===== config.mk =====
export PLATFORM = sky130hd
export DESIGN_NAME = mc_ctrl
export DESIGN_NICKNAME = d
export VERILOG_FILES = /design/src/rtl/mc_ctrl.sv
export SDC_FILE = /design/constraint.sdc
export NUM_CORES = 1
export LEC_CHECK = 0
export CAP_MARGIN = 20
export CELL_PAD_IN_SITES_DETAIL_PLACEMENT = 0
export CELL_PAD_IN_SITES_GLOBAL_PLACEMENT = 2
export CORE_UTILIZATION = 23
export CTS_BUF_LIST = sky130_fd_sc_hd__clkbuf_16
export CTS_CLUSTER_SIZE = 40
export DETAILED_ROUTE_END_ITERATION = 10
export GPL_ROUTABILITY_DRIVEN = 0
export GPL_TIMING_DRIVEN = 1
export PLACE_DENSITY = 0.75
export SLEW_MARGIN = 20
export SYNTH_ARGS = -nofsm -noshare
export SYNTH_HDL_FRONTEND = slang
export SYNTH_SLANG_ARGS = --single-unit

===== constraint.sdc =====
create_clock -name clk -period 2.77 [get_ports clk]
set_input_delay 0.6925 -clock clk [delete_from_list [all_inputs] [get_ports clk]]
set_output_delay 0.6925 -clock clk [all_outputs]
set_load 0.01 [all_outputs]

===== src/rtl/mc_ctrl.sv =====
// mc_ctrl: multi-cycle MIPS sequencing FSM with retire counter; MC_MEM_WAIT_EN stalls MEM on mem_ready
module mc_ctrl (
  input  logic        clk,
  input  logic        reset,
  input  logic [5:0]  opcode,
  input  logic [5:0]  func,
  input  logic        zero,
  input  logic        mem_ready,
  output logic [2:0]  state,
  output logic        pc_we,
  output logic [1:0]  pc_sel,
  output logic        ir_we,
  output logic        grf_we,
  output logic [1:0]  reg_dst,
  output logic [1:0]  wd_sel,
  output logic        dm_we,
  output logic [2:0]  alu_op,
  output logic        alu_src,
  output logic        ext_sign,
  output logic        illegal,
  output logic [31:0] instr_cnt
);
  typedef enum logic [2:0] {FETCH = 3'd0, DECODE = 3'd1, EXE = 3'd2, MEM = 3'd3, WB = 3'd4} state_t;
  state_t st, nxt;
  logic r_type, addu, subu, jr, nop, ori, lui, lw, sw, beq, jal, legal, mem_done, retire;
  assign r_type = opcode == 6'h00;
  assign addu   = r_type && func == 6'h21;
  assign subu   = r_type && func == 6'h23;
  assign jr     = r_type && func == 6'h08;
  assign nop    = r_type && func == 6'h00;
  assign ori    = opcode == 6'h0d;
  assign lui    = opcode == 6'h0f;
  assign lw     = opcode == 6'h23;
  assign sw     = opcode == 6'h2b;
  assign beq    = opcode == 6'h04;
  assign jal    = opcode == 6'h03;
  assign legal  = addu | subu | jr | nop | ori | lui | lw | sw | beq | jal;
`ifdef MC_MEM_WAIT_EN
  assign mem_done = mem_ready;
`else
  logic unused_mem_ready;
  assign unused_mem_ready = mem_ready;
  assign mem_done = 1'b1;
`endif
  assign state    = st;
  assign alu_op   = (subu | beq) ? 3'b001 : ori ? 3'b010 : 3'b000;
  assign alu_src  = ori | lw | sw;
  assign ext_sign = lw | sw | beq;
  assign reg_dst  = jal ? 2'b10 : r_type ? 2'b00 : 2'b01;
  assign wd_sel   = lw ? 2'b01 : lui ? 2'b10 : jal ? 2'b11 : 2'b00;
  assign pc_sel   = st == FETCH ? 2'b00 : jal ? 2'b10 : jr ? 2'b11 : beq ? 2'b01 : 2'b00;
  assign pc_we    = !reset && (st == FETCH || (st == DECODE && (jal | jr)) || (st == EXE && beq && zero));
  assign ir_we    = !reset && st == FETCH;
  assign grf_we   = !reset && ((st == DECODE && jal) || st == WB);
  assign dm_we    = !reset && st == MEM && sw && mem_done;
  assign illegal  = !reset && st == DECODE && !legal;
  assign retire   = (st == DECODE && (jal | jr | nop)) || (st == EXE && beq) ||
                    (st == MEM && sw && mem_done) || st == WB;
  always_comb begin
    nxt = st == FETCH  ? DECODE :
          st == DECODE ? ((jal | jr | nop | !legal) ? FETCH : EXE) :
          st == EXE    ? (beq ? FETCH : (lw | sw) ? MEM : WB) :
          st == MEM    ? (!mem_done ? MEM : lw ? WB : FETCH) : FETCH;
  end
  always_ff @(posedge clk) begin
    if (reset) begin
      st        <= FETCH;
      instr_cnt <= '0;
    end else begin
      st <= nxt;
      if (retire) instr_cnt <= instr_cnt + 32'd1;
    end
  end
endmodule


==> impl_results.md <==
- Setup crit start kind: input port
- Initial antenna violation count: 0
- Seq cells post-synth: 35
- Fin cells: 468
- Worst min path class: reg -> reg
- Async set or reset register ratio after synthesis: 0%
- Worst vdd ir: 0.000194 V
- RSZ-0062 raised after global routing: yes
- H-tree Lvls: 2
- R2R Setup Slk: 0.28 ns
- GR Overflow Total: 0
- Max frequency: 0.341 GHz
- Vias per cell: 4.93
- Cell Pwr Density: 338 nW/um^2
- DRC errors left: 0
- Number of max-cap violations: 0
- Cells along the critical path: buf_6 > or4_4 > and2b_2 > buf_4 > buf_6 > nand3_2 > a211oi_2 > buf_2
- CTS tree: done
- GR met3 Demand/Resource: 3.59%
- Grt met2 use: 26.4%
- Met1 Use GR: 17.9%
- Die height: 95.4 um
- Post-detail-place hpwl: 4390 um
- Final min period: 2.93 ns
- Final setup violation count: 5
- Leakage: 1.23 nW
- Core area: 8340 sq um
- Chip width: 95.4 um
- Pin count of the biggest net entering global routing: 30
- Most frequent cell on the critical path: buf_6
- Period utilization: 106%
- TNS Setup: -0.418 ns
- Layout Nets: 380
- Clock buffer depth: 2
- Netlist cell types: 43
- GRT Util Overall: 14.9%
- CP Max Fanout: 3
- Clock slew at reported path FFs: 0.05 ns
- First-pass iteration count of the detailed router: 4
- First-pass GRT wire length: 10,500 um
- DRT iter0 DRCs: 42
- Synthesis-to-layout area growth: 69.4%
- Failing checks: negative setup slack
- Critical Path Stages: 8
- Synth Warn #: 0
- Final count of hold timing violations: 0
- Sink Count: 35
- Root Buffer Master: clkbuf_16
- CP bufs+invs: 4
- CTS Buf Count: 5
- Slowest cell on crit path: or4_4
- Busiest grt layer: met2
- Cell count after placement: 447
- Crit-path leading delay family: simple AND/OR/NAND/NOR gates
- Post-synth EDFFs: 0
- Yosys top cell by area: dfxtp_1
- Area contributors post-synth: dfxtp_1 35%, a21oi_1 6.7%, or3_1 6.2%
- Number of diodes: 0
- Cell area after synthesis: 2000 sq um
- IO buf count: 64
- Max stage delay on crit path: 0.56 ns
- Synth Instances: 256
- Setup Crit Path Kind: in -> out
- I/O pin cnt: 67
- Status: finished with violations
- WL/cell: 14.0 um
- Max-slew headroom: 65.9%
- Initial core utilization: 24.0%
- Worst Slack Setup Final: -0.160 ns
- Hold_buf cts: 0
- Die ar.: 9090 sq um
- Critical Path RT: 2.08 ns
- Vias: 2,306
- Worst-margin pin slew: 0.510 ns
- Reg2Reg Depth: 7
- Final Max Slew Viols: 0
- Cell Rows: 33
- Post-synth top area share: 35.0%
- Syn Area/Cell: 7.83 sq um
- Clock Latency Late Sink: 0.27 ns
- Hold Path Stages: 2
- Sequential share of the synthesized area: 35.0%
- Number of global-route vias before repair: 2,180
- Setup crit end kind: primary output
- Antenna Nets Post-Route: 0
- Crit path DAT: 2.24 ns
- Final Routed Wirelength: 6570 um
- Dominant synthesized flop cell: dfxtp_1
- Layout cell share with drive strength beyond 1: 27.8%
- Final Skew: 0.00246 ns
- Syn_nets: 273
- Pwr Total: 0.00115 W
-- power by group --
part           internal (W)  switching, W  leakage [nW]
logic             0.0000579     0.0000595         0.885
registers          0.000505   0.000000826         0.282
clock network      0.000323      0.000201        0.0671
-- cells in the mapped netlist, types with 4 or more instances --
master / n
nor2_1: 24
nor3_1: 8
o2111ai_1: 4
nand3_1: 10
or3_1: 20
nand2_1: 17
clkbuf_1: 8
o211ai_1: 4
xor2_1: 10
dfxtp_1: 35
a21oi_1: 27
nand4_1: 6
o21ai_0: 22
nor4_1: 6
inv_1: 7
and2_1: 4
-- logic make-up after synthesis --
logic type      after synthesis  synth area share, %
other cells                   1                0.187
flops                        35                 35.0
simple gates                117                 32.0
buf+inv                      23                 6.12
compound gates               67                 20.8
xor+xnor                     11                 4.81
mux                           1                0.499
fa+ha+maj                     1                0.624
-- state kept, by name (all words and copies together), names as in the netlist --
register   cells
state          3
instr_cnt     32
-- repair_timing --
item | 4_1_cts | 5_1_grt
cloned | 2 | 0
pin swaps | 16 | 11
gates resized for setup | 80 | 21
setup buffers | 10 | 3
setup endpoints to repair | 38 | 28
-- placed cells by master (no fill, tap or decap), types with 8 or more instances in the layout --
master / Yosys / routed
a21oi_1: 27 / 23
buf_4: 3 / 39
buf_6: 3 / 13
clkdlybuf4s50_1: 0 / 38
dfxtp_1: 35 / 35
dlygate4sd2_1: 0 / 13
nand2_1: 17 / 17
nand3_1: 10 / 8
nor2_1: 24 / 23
o21ai_0: 22 / 19
or3_1: 20 / 19
xor2_1: 10 / 10
-- worst paths after layout --
check,endpoint,startpoint
worst max-delay path,pc_sel[0],opcode[2]
worst min-delay path,instr_cnt[25],instr_cnt[25]
worst max register to register,instr_cnt[31],instr_cnt[4]
worst min register to register,instr_cnt[25],instr_cnt[25]
-- tightest hold or removal path, cell delays in order (launching register included) --
cell	delay, ns
dfxtp_1	0.32
o21ai_0	0.07
a21oi_1	0.06
-- metal layers --
metal / wire length (um) / part of all wire, %
met5: 0 / 0
met4: 59 / 0.90
met3: 285 / 4.3
met2: 3310 / 50
met1: 2920 / 44
-- through the flow --
stage | hold WS [ns] | setup slack [ns] | area (sq um) | util (%)
global placement | 0.485 | -0.853 | 2970 | 35.6
detailed placement | 0.486 | -0.845 | 2970 | 35.6
global route | 0.538 | -0.210 | 3400 | 40.7
finish | 0.502 | -0.160 | 3400 | 40.7
CTS | 0.502 | -0.139 | 3290 | 39.5
floorplan | 0.502 | -0.0537 | 2010 | -
-- area by class of cell --
class / instances / area, sq um
clock buffers: 5 / 125
clock inverters: 2 / 8.76
fillers: 845 / 4940
inverters: 7 / 26.3
multi-input cells: 199 / 1360
flip-flops and latches: 35 / 701
well taps: 105 / 131
repair buffers: 115 / 1040
Power figures use the tool's default switching activity.
